$ cat config.mk
export PLATFORM = sky130hd
export DESIGN_NAME = riscv_instr_loader_flat
export DESIGN_NICKNAME = d
export VERILOG_FILES = /design/src/rtl/riscv_instr_loader_if.sv /design/src/rtl/riscv_instr_loader.sv /design/src/flat_wrapper.sv
export SDC_FILE = /design/constraint.sdc
export NUM_CORES = 1
export LEC_CHECK = 0
export ABC_AREA = 1
export CAP_MARGIN = 20
export CORE_UTILIZATION = 35
export CTS_CLUSTER_SIZE = 14
export DETAILED_ROUTE_END_ITERATION = 12
export PLACE_DENSITY = 0.64
export SLEW_MARGIN = 20
export SYNTH_ARGS = -nofsm -noshare
export SYNTH_HDL_FRONTEND = slang
export SYNTH_SLANG_ARGS = --single-unit
export TNS_END_PERCENT = 30
$ cat constraint.sdc
create_clock -name clk -period 3.4 [get_ports clk]
set_input_delay 0.51 -clock clk [delete_from_list [all_inputs] [get_ports clk]]
set_output_delay 0.51 -clock clk [all_outputs]
set_load 0.005 [all_outputs]
$ cat src/rtl/riscv_instr_loader_if.sv
// Loader bus: extract-stage inputs on one side, instruction memory and core control on the other.
interface riscv_instr_loader_if #(
    parameter int unsigned ADDR_BITS = 10,
    parameter int unsigned DATA_BITS = 32
);
    // Extract-stage side
    logic [DATA_BITS-1:0] instr_packet;
    logic                 instr_wr_en;
    logic                 ap_start_user;
    logic                 ap_start_pulse_user;

    // Instruction-memory write port
    logic                 imem_we;
    logic [ADDR_BITS-1:0] imem_addr;
    logic [DATA_BITS-1:0] imem_wdata;

    // Core control and status
    logic                 core_reset;
    logic                 load_done;
    logic [DATA_BITS-1:0] checksum;
    logic [2:0]           err_flags;

    // Driven by the extract stage
    modport master (
        output instr_packet,
        output instr_wr_en,
        output ap_start_user,
        output ap_start_pulse_user,
        input  imem_we,
        input  imem_addr,
        input  imem_wdata,
        input  core_reset,
        input  load_done,
        input  checksum,
        input  err_flags
    );

    // Implemented by the loader
    modport slave (
        input  instr_packet,
        input  instr_wr_en,
        input  ap_start_user,
        input  ap_start_pulse_user,
        output imem_we,
        output imem_addr,
        output imem_wdata,
        output core_reset,
        output load_done,
        output checksum,
        output err_flags
    );
endinterface

$ cat src/rtl/riscv_instr_loader.sv
// Instruction loader: takes a length header followed by program words, writes them into
// instruction memory, then holds the RISC-V core in reset until a start pulse releases it.
module riscv_instr_loader #(
    parameter int unsigned ADDR_BITS = 10,
    parameter int unsigned DATA_BITS = 32
) (
    input  logic                clk,
    input  logic                reset,
    riscv_instr_loader_if.slave bus
);

    localparam int unsigned CNT_BITS = ADDR_BITS + 1;
    localparam logic [CNT_BITS-1:0] DEPTH = {1'b1, {ADDR_BITS{1'b0}}};

    typedef enum logic [1:0] {
        S_IDLE  = 2'd0,
        S_LOAD  = 2'd1,
        S_READY = 2'd2,
        S_RUN   = 2'd3
    } state_e;

    state_e               state_q, state_d;

    logic [CNT_BITS-1:0]  len_q, len_d;
    logic [CNT_BITS-1:0]  idx_q, idx_d;
    logic                 we_q, we_d;
    logic [ADDR_BITS-1:0] addr_q, addr_d;
    logic [DATA_BITS-1:0] wdata_q, wdata_d;
    logic                 core_reset_q, core_reset_d;
    logic                 load_done_q, load_done_d;
    logic [DATA_BITS-1:0] checksum_q, checksum_d;
    logic [2:0]           err_q, err_d;

    logic [CNT_BITS-1:0]  hdr_len;
    logic [CNT_BITS-1:0]  idx_inc;
    logic                 hdr_ok;
    logic                 hdr_too_long;

    // Header decode and index increment shared by both combinational processes
    always_comb begin
        hdr_len      = bus.instr_packet[ADDR_BITS:0];
        idx_inc      = idx_q + CNT_BITS'(1);
        hdr_ok       = (hdr_len != '0) && (hdr_len <= DEPTH);
        hdr_too_long = (hdr_len > DEPTH);
    end

    // State register
    always_ff @(posedge clk) begin
        if (reset) begin
            state_q <= S_IDLE;
        end else begin
            state_q <= state_d;
        end
    end

    // Next-state logic
    always_comb begin
        state_d = state_q;
        unique case (state_q)
            S_IDLE: begin
                if (bus.instr_wr_en) begin
                    if (hdr_len == '0) begin
                        state_d = S_READY;
                    end else if (hdr_ok) begin
                        state_d = S_LOAD;
                    end
                end
            end
            S_LOAD: begin
                if (bus.instr_wr_en && (idx_inc == len_q)) begin
                    state_d = S_READY;
                end
            end
            S_READY: begin
                if (bus.ap_start_pulse_user) begin
                    state_d = S_RUN;
                end
            end
            S_RUN: begin
                if (!bus.ap_start_user) begin
                    state_d = S_IDLE;
                end
            end
            default: state_d = S_IDLE;
        endcase
    end

    // Output / datapath next values
    always_comb begin
        len_d      = len_q;
        idx_d      = idx_q;
        we_d       = 1'b0;
        addr_d     = addr_q;
        wdata_d    = wdata_q;
        checksum_d = checksum_q;
        err_d      = err_q;

        unique case (state_q)
            S_IDLE: begin
                if (bus.instr_wr_en) begin
                    if (hdr_ok) begin
                        len_d      = hdr_len;
                        idx_d      = '0;
                        checksum_d = '0;
                    end
                    if (hdr_too_long) begin
                        err_d[0] = 1'b1;
                    end
                end
                if (bus.ap_start_pulse_user) begin
                    err_d[1] = 1'b1;
                end
            end
            S_LOAD: begin
                if (bus.instr_wr_en) begin
                    we_d       = 1'b1;
                    addr_d     = idx_q[ADDR_BITS-1:0];
                    wdata_d    = bus.instr_packet;
                    idx_d      = idx_inc;
                    checksum_d = checksum_q ^ bus.instr_packet;
                end
                if (bus.ap_start_pulse_user) begin
                    err_d[1] = 1'b1;
                end
            end
            S_READY: begin
                if (bus.instr_wr_en) begin
                    err_d[2] = 1'b1;
                end
            end
            S_RUN: begin
                if (bus.instr_wr_en) begin
                    err_d[2] = 1'b1;
                end
                if (!bus.ap_start_user) begin
                    idx_d      = '0;
                    checksum_d = '0;
                end
            end
            default: ;
        endcase

        core_reset_d = (state_d != S_RUN);
        load_done_d  = (state_d == S_READY) || (state_d == S_RUN);
    end

    // Output and datapath registers
    always_ff @(posedge clk) begin
        if (reset) begin
            len_q        <= '0;
            idx_q        <= '0;
            we_q         <= 1'b0;
            addr_q       <= '0;
            wdata_q      <= '0;
            core_reset_q <= 1'b1;
            load_done_q  <= 1'b0;
            checksum_q   <= '0;
            err_q        <= '0;
        end else begin
            len_q        <= len_d;
            idx_q        <= idx_d;
            we_q         <= we_d;
            addr_q       <= addr_d;
            wdata_q      <= wdata_d;
            core_reset_q <= core_reset_d;
            load_done_q  <= load_done_d;
            checksum_q   <= checksum_d;
            err_q        <= err_d;
        end
    end

    assign bus.imem_we    = we_q;
    assign bus.imem_addr  = addr_q;
    assign bus.imem_wdata = wdata_q;
    assign bus.core_reset = core_reset_q;
    assign bus.load_done  = load_done_q;
    assign bus.checksum   = checksum_q;
    assign bus.err_flags  = err_q;

endmodule

$ cat src/flat_wrapper.sv
// flat-port wrapper written by rule: the top's interface ports become plain ports
module riscv_instr_loader_flat 
#(
    parameter int unsigned ADDR_BITS = 10,
    parameter int unsigned DATA_BITS = 32
)
  (clk, reset, bus_instr_packet, bus_instr_wr_en, bus_ap_start_user, bus_ap_start_pulse_user, bus_imem_we, bus_imem_addr, bus_imem_wdata, bus_core_reset, bus_load_done, bus_checksum, bus_err_flags);
  riscv_instr_loader_if #(.ADDR_BITS(ADDR_BITS), .DATA_BITS(DATA_BITS)) bus_i ();
  input  logic clk;
  input  logic reset;
  input wire logic [$bits(bus_i.instr_packet)-1:0] bus_instr_packet;
  input wire logic [$bits(bus_i.instr_wr_en)-1:0] bus_instr_wr_en;
  input wire logic [$bits(bus_i.ap_start_user)-1:0] bus_ap_start_user;
  input wire logic [$bits(bus_i.ap_start_pulse_user)-1:0] bus_ap_start_pulse_user;
  output wire logic [$bits(bus_i.imem_we)-1:0] bus_imem_we;
  output wire logic [$bits(bus_i.imem_addr)-1:0] bus_imem_addr;
  output wire logic [$bits(bus_i.imem_wdata)-1:0] bus_imem_wdata;
  output wire logic [$bits(bus_i.core_reset)-1:0] bus_core_reset;
  output wire logic [$bits(bus_i.load_done)-1:0] bus_load_done;
  output wire logic [$bits(bus_i.checksum)-1:0] bus_checksum;
  output wire logic [$bits(bus_i.err_flags)-1:0] bus_err_flags;
  assign bus_i.instr_packet = bus_instr_packet;
  assign bus_i.instr_wr_en = bus_instr_wr_en;
  assign bus_i.ap_start_user = bus_ap_start_user;
  assign bus_i.ap_start_pulse_user = bus_ap_start_pulse_user;
  assign bus_imem_we = bus_i.imem_we;
  assign bus_imem_addr = bus_i.imem_addr;
  assign bus_imem_wdata = bus_i.imem_wdata;
  assign bus_core_reset = bus_i.core_reset;
  assign bus_load_done = bus_i.load_done;
  assign bus_checksum = bus_i.checksum;
  assign bus_err_flags = bus_i.err_flags;
  riscv_instr_loader #(.ADDR_BITS(ADDR_BITS), .DATA_BITS(DATA_BITS)) u_core (.clk(clk), .reset(reset), .bus(bus_i));
endmodule
Yosys cells after proc, flatten, opt, wreduce, memory -nomap -nowiden
Cells that the tools add are included.

Flip-flop bits (word level): 104. Bits of input ports: 37. Logic and storage cells: 62.

Multiplexer cells: 18. Reductions and logical operators: 16. Order comparisons: 2. $add $sub $neg: 1. Equality and inequality tests: 11. Bitwise operators: 2.

Operator list (count): two-way mux 32 bit (4); one-hot mux 32 bit (3 select lines) (1); two-way mux 11 bit (4); one-hot mux 11 bit (3 select lines) (1); bitwise XOR 32 bit (1); two-way mux 2 bit (6); adder 11 x 1 -> 11 bit (second input constant) (1); == test 11 bit (1); greater-than comparator 11 bit (second input constant) (1); <= comparator 11 bit (second input constant) (1); logical NOT 11 bit (1); nonzero test 11 bit (1); == test 2 bit (second input constant) (4); inequality test 2 bit (second input constant) (4); one-hot mux 2 bit (4 select lines) (1); AND reduction 2 bit (3); AND reduction 3 bit (2); OR reduction 2 bit (3); AND reduction 5 bit (1); nonzero test 3 bit (1); == test 2 x 1 -> 1 bit (second input constant) (1); logical AND 1 bit (2); logical NOT 2 bit (1); inequality test 2 x 1 -> 1 bit (second input constant) (1); 3 further kinds (3).

Logic depth before layout (Yosys ltp)
Gate-level depths: netlist of the first run.

Depth after elaboration: 8. Mapped depth: 14.

Worst setup path before layout of the first run
Ideal clock, no wire load.

Kind: input to register. Start point: input port bus_instr_packet[4]. End point: register u_core.checksum_q[0], in the netlist u_core.bus.checksum[0]. Slack: 1.652 ns. Data arrival time: 1.616 ns. Required time: 3.268 ns. Setup time: 0.132 ns. Buffers on the path: 2. Stages on the path: 9. Path through: nor2_1 nand3_1 nor2_2 xor2_1 nand2_1 buf_2 buf_2 nand4_1 a21oi_1.

Word-level cells in the longest chain between the ends: 4.

RTL lines: start, declared (RTL line flat_wrapper.sv:11) `input wire logic [$bits(bus_i.instr_packet)-1:0] bus_instr_packet;`; <= comparator 11 bit / nonzero test 11 bit (equally long branches) (RTL line riscv_instr_loader.sv:43) `hdr_ok = (hdr_len != '0) && (hdr_len <= DEPTH);`; logical AND 1 bit (*) (RTL line riscv_instr_loader.sv:43); inequality test 2 x 1 -> 1 bit (no source line) (*); AND reduction 5 bit (no source line) (*); end signal, assigned (RTL line riscv_instr_loader.sv:167) `checksum_q <= checksum_d;`; end, declared (RTL line riscv_instr_loader.sv:31) `logic [DATA_BITS-1:0] checksum_q, checksum_d;`.

Mark *: on every way between the ends. The rest lies on a longest branch, timed or not. A chain may end at the register's enable or synchronous reset.

Final worst setup path of the first run
Start point: input port bus_instr_packet[6]. End point: register u_core.len_q[9].

Word-level cells in the longest chain between the ends: 3.

RTL lines: <= comparator 11 bit / nonzero test 11 bit (equally long branches) (RTL line riscv_instr_loader.sv:43); logical AND 1 bit (*) (RTL line riscv_instr_loader.sv:43); AND reduction 3 bit (no source line) (*); end signal, assigned (RTL line riscv_instr_loader.sv:160) `len_q <= len_d;`; end, declared (RTL line riscv_instr_loader.sv:24) `logic [CNT_BITS-1:0] len_q, len_d;`.

Marks and branches as above.

==> results of run 1 <==
[worst max-delay path, stage by stage]
cell and delay (ns):
clkdlybuf4s50_1 0.52, nor2_1 0.14, nand2_1 0.07, nor2_2 0.21, xor2_1 0.21, nor2_1 0.10, inv_1 0.43, o21ai_0 0.24
a21oi_1 0.17
[synth_stat cells, drive strengths merged]
master and count:
dfxtp 104, nor2 103, nand2 74, o21ai 63, inv 48, a21oi 47, nand3 47, clkbuf 19
nand4 18, xor2 17, buf 10, or2 10, xnor2 6, a32oi 3, o21bai 3, a32o 2
and3 2, nor3 2, nor3b 2, a211oi 1, a31oi 1, clkinv 1, ha 1, nand3b 1
o21a 1
[cell families (layout without fill, tap and decap cells)]
kind of cell | Yosys count | after routing
simple gates | 259 | 259
compound gates | 121 | 121
flops | 104 | 104
buf+inv | 78 | 186
xor+xnor | 23 | 23
fa+ha+maj | 1 | 1
[report_power, final]
group / internal [W] / switching (W)
Combinational: 0.000263 / 0.000290
Clock: 0.000652 / 0.000475
Sequential: 0.00131 / 0.0000577
[registers in the layout, indices dropped and copies added (netlist names)]
signal                 flops
u_core.bus.checksum       32
u_core.bus.core_reset      1
u_core.bus.err_flags       3
u_core.bus.imem_addr      10
u_core.bus.imem_wdata     32
u_core.bus.imem_we         1
u_core.bus.load_done       1
u_core.idx_q              11
u_core.len_q              11
u_core.state_q             2
[worst max-delay path by stage]
stage | endpoint | slack, ns | depth (start not counted)
2_1_floorplan | u_core.bus.checksum[0] | 1.65 | 9
3_3_place_gp | u_core.len_q[8] | 0.73 | 9
3_5_place_dp | u_core.len_q[9] | 0.71 | 9
4_1_cts | u_core.len_q[9] | 1.08 | 9
5_1_grt | u_core.len_q[9] | 0.86 | 9
6_report | u_core.len_q[9] | 1.08 | 9
[through the flow]
step	setup slack [ns]	power, W	instances
floorplan	1.65	0.00168	586
global placement	0.731	0.00194	846
detailed placement	0.705	0.00195	846
CTS	1.08	0.00308	862
global route	0.861	0.00320	862
finish	1.08	0.00305	862
[per-layer routing]
metal / global-route usage (%) / routed length, um / vias to the layer above
met1: 23.1 / 5330 / 1915
met4: 7.88 / 273 / 0
met3: 6.41 / 1050 / 20
li1: - / - / 2126
met5: 0 / 0 / -
met2: 30.7 / 5540 / 131
[layout make-up]
class | instances | area (um2) | area share (%)
multi-input combinational | 404 | 2030 | 33.6
tap | 168 | 210 | 3.49
clock buffer | 9 | 225 | 3.74
inverter | 49 | 184 | 3.05
timing repair buffer | 121 | 1200 | 19.9
sequential | 104 | 2080 | 34.6
clock inverter | 7 | 98.8 | 1.64
==> results.json, run 1 <==
{
  "outcome": "finished clean",
  "diodes": 0,
  "synth_seq_area_share_pct": 46.9,
  "fill_cells": 1170,
  "ys_types": 35,
  "start_util_pct": 36.5,
  "finalMaxSlewViolations": 0,
  "dieArea_mm2": 0.0131,
  "num_vias": 4192,
  "die_y_um": 115,
  "grt_max_degree": 64,
  "synth_area_mm2": 0.00444,
  "synth-simple-area-share_pct": 25.9,
  "ant_nets": 0,
  "critical_path_class": "in2reg",
  "drive_gt1_share_pct": 4.76,
  "rsz0062_at_grt": "false",
  "core_mm2": 0.0122,
  "hold_depth": 2,
  "placed_cell_area_mm2": 0.00570,
  "ys_ff_latch": 104,
  "final_util_pct": 49.5,
  "final_common_cell": "clkdlybuf4s50_1",
  "h-tree-depth": 3,
  "cp.arrival_ns": 2.60,
  "port_buffers": 116,
  "synth_top_family_by_area": "simple AND/OR/NAND/NOR gates",
  "design_area_mm2": 0.00602,
  "synth_xor_area_share_pct": 4.54,
  "ctsHoldBuffers": 0,
  "power_density_mw_per_mm2": 506,
  "drc": 0,
  "ir_drop_v": 0.000239,
  "synth.area.top_cells": "dfxtp_1 (47%), nor2_1 (8.4%), o21ai_0 (6.8%)",
  "end_kind": "flop",
  "final_cell_mix": "clkdlybuf4s50_1 (116), dfxtp_1 (104), nor2_1 (99), nand2_1 (73), o21ai_0 (60)",
  "tightest_slew_ns": 0.700,
  "synth_top_area_share_pct": 46.9,
  "finalCriticalPeriod_ns": 2.32,
  "cts_tree": "built",
  "crit_required_ns": 3.68,
  "grt_pass1_wl_um": 19500,
  "hold_end": "u_core.bus.err_flags[2]",
  "muxShareOfSynthArea_pct": 0,
  "root_buffer": "clkbuf_16",
  "fmax_mhz": 431,
  "gr-total-overflow": 0,
  "fin_setup_tns_ns": 0,
  "cts_buffers": 9,
  "synth.largest_area_cell": "dfxtp_1",
  "gp_congestion": 0.880,
  "cts_buffer_depth": 2,
  "firstDrtPassIters": 4,
  "fin_nets": 727,
  "synthCells": 586,
  "grt_pass1_vias": 4003,
  "cts_sinks": 104,
  "finalCritPeriodShare_pct": 68.3,
  "drtIter0Drc": 264,
  "regToRegSetupSlack_ns": 1.23,
  "min_from": "u_core.bus.err_flags[2]",
  "timing.hold.ws_ns": 0.474,
  "fin_worst_skew_ns": 0.00877,
  "grt_usage_pct": 19.0,
  "power.leakage_nw": 2.33,
  "r2r_end": "u_core.state_q[0]",
  "ios": 117,
  "ys_warn_count": 0,
  "synthAdderAreaFrac_pct": 0.282,
  "wire_per_inst_um": 14.1,
  "num_rows": 40,
  "finalHoldViolCount": 0,
  "cts_setup_buffers": 0,
  "wl_um": 12200,
  "syn_nets": 624,
  "cp-startpoint": "bus_instr_packet[6]",
  "hpwl_um": 8360,
  "path_max_fanout": 20,
  "relSlewSlack_pct": 53.3,
  "die_x_um": 115,
  "cts.clk_slew.worst_paths_ns": 0.07,
  "r2r_cells": 14,
  "crit_path_start_kind": "input pin",
  "cts_resized": 0,
  "insertion_delay_ns": 0.35,
  "viasPerCell": 4.86,
  "antenna_found_initial": 0,
  "setup-violations-final": 0,
  "synth_compound_area_share_pct": 15.0,
  "hold_class": "reg2reg",
  "r2r_start": "u_core.idx_q[1]",
  "syn_area_per_cell_um2": 7.57,
  "drv_cap": 0,
  "syn2layout_area_growth_pct": 35.8
}
Note: power is estimated with default switching activity, not from simulation.
==> run 2, diff against run 1 <==
==> constraint.sdc (replaced) <==
create_clock -name clk -period 2.3 [get_ports clk]
set_input_delay 0.345 -clock clk [delete_from_list [all_inputs] [get_ports clk]]
set_output_delay 0.345 -clock clk [all_outputs]
set_load 0.005 [all_outputs]
==> run 2 against run 1 <==
Net effect: via count increased by 2.8%; utilization increased by 1.9 points; critical path depth increased by 6; power increased by 52%; cell count increased by 2.8%; sequential cell count unchanged; clock skew increased by 0.0013 ns; clock power increased by 53%; count of clock-buffer cells in the layout increased by 1; register-to-register slack got worse by 0.89 ns; critical endpoint is now u_core.state_q[0]; highest routed layer unchanged.
==> results.json, run 2 (synthesized netlist as in run 1, its figures left out) <==
{
  "outcome": "finished clean",
  "num_vias": 4308,
  "syn2layout_area_growth_pct": 41.1,
  "finalCriticalPeriod_ns": 1.96,
  "num_rows": 40,
  "drtIter0Drc": 162,
  "die_y_um": 115,
  "fin_setup_tns_ns": 0,
  "drive_gt1_share_pct": 8.22,
  "ios": 117,
  "drc": 0,
  "crit_required_ns": 2.55,
  "relSlewSlack_pct": 68.4,
  "dieArea_mm2": 0.0131,
  "fin_worst_skew_ns": 0.0101,
  "r2r_start": "u_core.idx_q[0]",
  "crit_path_start_kind": "flop",
  "wl_um": 12600,
  "fin_nets": 751,
  "root_buffer": "clkbuf_16",
  "firstDrtPassIters": 4,
  "grt_max_degree": 37,
  "finalHoldViolCount": 0,
  "core_mm2": 0.0122,
  "hold_end": "u_core.bus.err_flags[0]",
  "hold_class": "reg2reg",
  "viasPerCell": 4.86,
  "final_util_pct": 51.5,
  "fmax_mhz": 511,
  "cts_tree": "built",
  "finalMaxSlewViolations": 0,
  "hold_depth": 1,
  "regToRegSetupSlack_ns": 0.34,
  "min_from": "u_core.bus.err_flags[0]",
  "path_max_fanout": 5,
  "fill_cells": 1159,
  "cts_buffer_depth": 2,
  "fin_ws_ns": 0.345,
  "multiInputGateArea_mm2": 0.00203,
  "end_kind": "flop",
  "r2r_cells": 15,
  "m1WireLength_um": 5530,
  "port_buffers": 116,
  "start_util_pct": 36.5,
  "cts_sinks": 104,
  "grt_pass1_wl_um": 20400,
  "ir_drop_v": 0.000447,
  "wire_per_inst_um": 14.2,
  "setup-violations-final": 0,
  "diodes": 0,
  "ctsHoldBuffers": 0,
  "route.met3.wl_um": 906,
  "antenna_found_initial": 0,
  "grt_usage_pct": 20.0,
  "finalCritPeriodShare_pct": 85.0,
  "grt_pass1_vias": 4188,
  "gp_congestion": 0.874,
  "h-tree-depth": 3,
  "final_common_cell": "clkdlybuf4s50_1",
  "ant_nets": 0,
  "drv_cap": 0,
  "die_x_um": 115,
  "tightest_slew_ns": 0.472,
  "dr_wl_met2_um": 5880,
  "top_layer": "met4",
  "power.leakage_nw": 2.47,
  "layout.area.seq_mm2": 0.00208,
  "insertion_delay_ns": 0.36,
  "hpwl_um": 8930,
  "final_cell_mix": "clkdlybuf4s50_1 (116), dfxtp_1 (102), nor2_1 (99), nand2_1 (73), o21ai_0 (60)",
  "cp.arrival_ns": 2.21,
  "power_density_mw_per_mm2": 741,
  "critical_path_class": "reg2reg",
  "rsz0062_at_grt": "false",
  "r2r_end": "u_core.state_q[0]",
  "dp_slack_ns": 0.0476,
  "cts.clk_slew.worst_paths_ns": 0.07,
  "cts_buffers": 9,
  "gr-total-overflow": 0
}
==> run 2: power breakdown <==
| group | total [W] | internal (W) | leakage, nW | switching, W |
|---|---|---|---|---|
| combinational | 0.000882 | 0.000443 | 1.46 | 0.000439 |
| sequential | 0.00202 | 0.00194 | 0.847 | 0.0000851 |
| clock | 0.00173 | 0.00100 | 0.166 | 0.000728 |
| total | 0.00463 | 0.00338 | 2.47 | 0.00125 |
==> run 2: area by class of cell <==
type	count	share of cell area, %
clock buffer	10	3.82
clock inverter	6	1.56
inverter	49	2.94
multi-input combinational	404	32.4
sequential	104	33.3
tap	168	3.36
timing repair buffer	145	22.6
==> run 2: critical path, cell delays in order, from the launching register on <==
cell and delay (ns):
dfxtp_2 0.40, ha_1 0.22, nand2_1 0.14, nor2_1 0.17
buf_4 0.15, nand3_1 0.07, nand2_1 0.09, nand2_1 0.07
nand2_1 0.06, nand2_1 0.04, nor2_1 0.12, nand3_1 0.08
nand2_1 0.09, nand3_1 0.07, nand2_1 0.06, inv_1 0.04
==> run 2: per-stage QoR <==
stage	total power, W	cell area [um2]	hold slack (ns)	cells
CTS	0.00468	6250	0.469	886
detailed placement	0.00295	5920	0.455	870
finish	0.00463	6260	0.465	886
floorplan	0.00248	4440	0.444	586
global placement	0.00293	5920	0.452	870
global route	0.00486	6260	0.498	886
==> run 2: worst max path at each step <==
| stage | start | end | slack, ns | cells after the start |
|---|---|---|---|---|
| after floorplan | u_core.idx_q[0] | u_core.state_q[0] | 0.59 | 14 |
| after global placement | bus_instr_packet[4] | u_core.bus.checksum[10] | 0.09 | 9 |
| after detailed placement | bus_instr_packet[4] | u_core.bus.checksum[17] | 0.05 | 9 |
| after CTS | u_core.idx_q[0] | u_core.state_q[0] | 0.28 | 15 |
| after global routing | u_core.idx_q[0] | u_core.state_q[0] | 0.03 | 15 |
| final | u_core.idx_q[0] | u_core.state_q[0] | 0.34 | 15 |
==> run 2: what timing repair did <==
item	in CTS	in global routing
gates resized for setup	0	2
endpoints found under the setup margin	0	1
buffers inserted	0	0
==> run 2: metal layers <==
metal / track usage (%) / vias to the layer above
li1: - / 2185
met1: 24.1 / 1970
met2: 32.8 / 129
met3: 7.68 / 24
met4: 6.32 / 0
met5: 0 / -
==> run 3, diff against run 2 <==
==> constraint.sdc (replaced) <==
create_clock -name clk -period 2.1 [get_ports clk]
set_input_delay 0.315 -clock clk [delete_from_list [all_inputs] [get_ports clk]]
set_output_delay 0.315 -clock clk [all_outputs]
set_load 0.005 [all_outputs]
==> run 3 against run 2 <==
Net effect: register-to-register slack worse by 0.12 ns; cell count increased by 0.56%; clock power is 6% higher; hold slack improved by 0.0089 ns; critical path depth decreased by 1; first-iteration DRC count shrank 4.3%; utilization is 0.41 points higher; die area is the same; largest cell class unchanged.
==> results.json, run 3 (synthesized netlist as in run 1, its figures left out) <==
{
  "path_max_fanout": 5,
  "die_y_um": 115,
  "viasPerCell": 4.81,
  "p_sw_w": 0.00133,
  "final_common_cell": "clkdlybuf4s50_1",
  "drive_gt1_share_pct": 9.13,
  "antenna_found_initial": 0,
  "fin_cells": 891,
  "grt_pass1_vias": 4106,
  "grt_use_met1_pct": 24.2,
  "grt-busiest-layer": "met2",
  "drc": 0,
  "drtIter0Drc": 155,
  "finalMaxSlewViolations": 0,
  "crit_required_ns": 2.34,
  "grt_usage_pct": 19.7,
  "insertion_delay_ns": 0.35,
  "grtUsageMet2_pct": 32.1,
  "ant_nets": 0,
  "grt_pass1_wl_um": 20200,
  "dp_slack_ns": -0.0968,
  "fin_nets": 756,
  "cts_buffers": 9,
  "grt_max_degree": 54,
  "finalCritPeriodShare_pct": 89.1,
  "dieArea_mm2": 0.0131,
  "cts_setup_buffers": 0,
  "r2r_cells": 14,
  "ctsHoldBuffers": 0,
  "outcome": "finished clean",
  "power_density_mw_per_mm2": 798,
  "start_util_pct": 36.5,
  "num_rows": 40,
  "met3_usage_pct": 6.30,
  "r2r_start": "u_core.idx_q[0]",
  "hold_depth": 2,
  "cts_sinks": 104,
  "final_cell_mix": "clkdlybuf4s50_1 (116), dfxtp_1 (102), nor2_1 (97), nand2_1 (73), o21ai_0 (60)",
  "hold_class": "reg2reg",
  "p_clk_share_pct": 36.5,
  "relSlewSlack_pct": 68.1,
  "fin_ws_ns": 0.229,
  "h-tree-depth": 3,
  "ios": 117,
  "hpwl_um": 8940,
  "port_buffers": 116,
  "intPower_w": 0.00370,
  "crit_path_start_kind": "flop",
  "seqPwrFrac_pct": 44.1,
  "ir_drop_v": 0.000371,
  "cts_buffer_depth": 2,
  "firstDrtPassIters": 4,
  "power.leakage_nw": 2.49,
  "wl_um": 12400,
  "p_sw_share_pct": 26.4,
  "fin_worst_skew_ns": 0.00931,
  "cp-startpoint": "u_core.idx_q[0]",
  "combPwrFrac_pct": 19.4,
  "finalHoldViolCount": 0,
  "critical_path_class": "reg2reg",
  "core_mm2": 0.0122,
  "end_kind": "flop",
  "fmax_mhz": 535,
  "cp.arrival_ns": 2.11,
  "cts.clk_slew.worst_paths_ns": 0.07,
  "cts_tree": "built",
  "diodes": 0,
  "gp_congestion": 0.866,
  "setup-violations-final": 0,
  "dp_cells": 875,
  "tightest_slew_ns": 0.477,
  "gr-total-overflow": 0,
  "die_x_um": 115,
  "finalCriticalPeriod_ns": 1.87,
  "root_buffer": "clkbuf_16",
  "syn2layout_area_growth_pct": 42.2,
  "min_from": "u_core.len_q[1]",
  "rsz0062_at_grt": "false",
  "num_vias": 4290,
  "drv_cap": 0,
  "wire_per_inst_um": 13.9
}
## run 3: cell count changes in the layout (fill, tap and decap cells not counted), sizes merged
cell	change
clkinv	+1
inv	-2
clkinvlp	+1
buf	+5
## run 3: layout make-up
class	count	area, um2
Fill cell	1167	5850
Sequential cell	104	2090
Multi-Input combinational cell	404	2030
Timing Repair Buffer	150	1470
Clock buffer	10	239
Tap cell	168	210
Inverter	49	184
Clock inverter	6	90.1
## run 3: worst max-delay path, cell delays in order, from the launching register on
cell	delay, ns
dfxtp_4	0.37
ha_1	0.23
nand2_1	0.13
buf_4	0.14
nand2_1	0.06
nand2_1	0.06
nand2_1	0.04
nor2_1	0.14
nand4_1	0.09
nor2_1	0.14
nand3_1	0.10
nand2_1	0.11
nand3_1	0.07
nand2_1	0.06
inv_1	0.03
## run 3: metrics by stage
stage / hold WS (ns) / instance area (um2) / power [W] / utilization, % / TNS, ns
after CTS: 0.476 / 6300 / 0.00508 / 51.8 / 0
final: 0.474 / 6310 / 0.00503 / 51.9 / 0
after floorplan: 0.444 / 4440 / 0.00272 / - / 0
after detailed placement: 0.465 / 5970 / 0.00324 / 49.1 / -1.45
after global placement: 0.457 / 5970 / 0.00322 / 49.1 / -0.290
after global routing: 0.495 / 6310 / 0.00528 / 51.9 / 0
## run 3: power groups by stage
stage / Sequential (W) / Clock (W) / Combinational, W
final: 0.00222 / 0.00184 / 0.000977
after global routing: 0.00224 / 0.00197 / 0.00108
after CTS: 0.00222 / 0.00187 / 0.000987
after detailed placement: 0.00226 / 0 / 0.000981
after global placement: 0.00226 / 0 / 0.000969
after floorplan: 0.00226 / 0 / 0.000463
## run 3: timing repair
action	4_1_cts	5_1_grt
endpoints found under the hold margin	0	0
setup endpoints to repair	0	3
gates resized for setup	0	5
## run 3: metal layers
metal / wire length (um) / vias up
met5: 0 / -
met4: 241 / 0
met3: 904 / 18
met2: 5720 / 114
met1: 5530 / 1967
li1: - / 2191
## run 3: final timing paths
| path | end | slack, ns |
|---|---|---|
| setup / recovery | u_core.state_q[0] | 0.23 |
| hold / removal | u_core.len_q[1] | 0.47 |
| setup reg to reg | u_core.state_q[0] | 0.23 |
| hold reg to reg | u_core.len_q[1] | 0.47 |
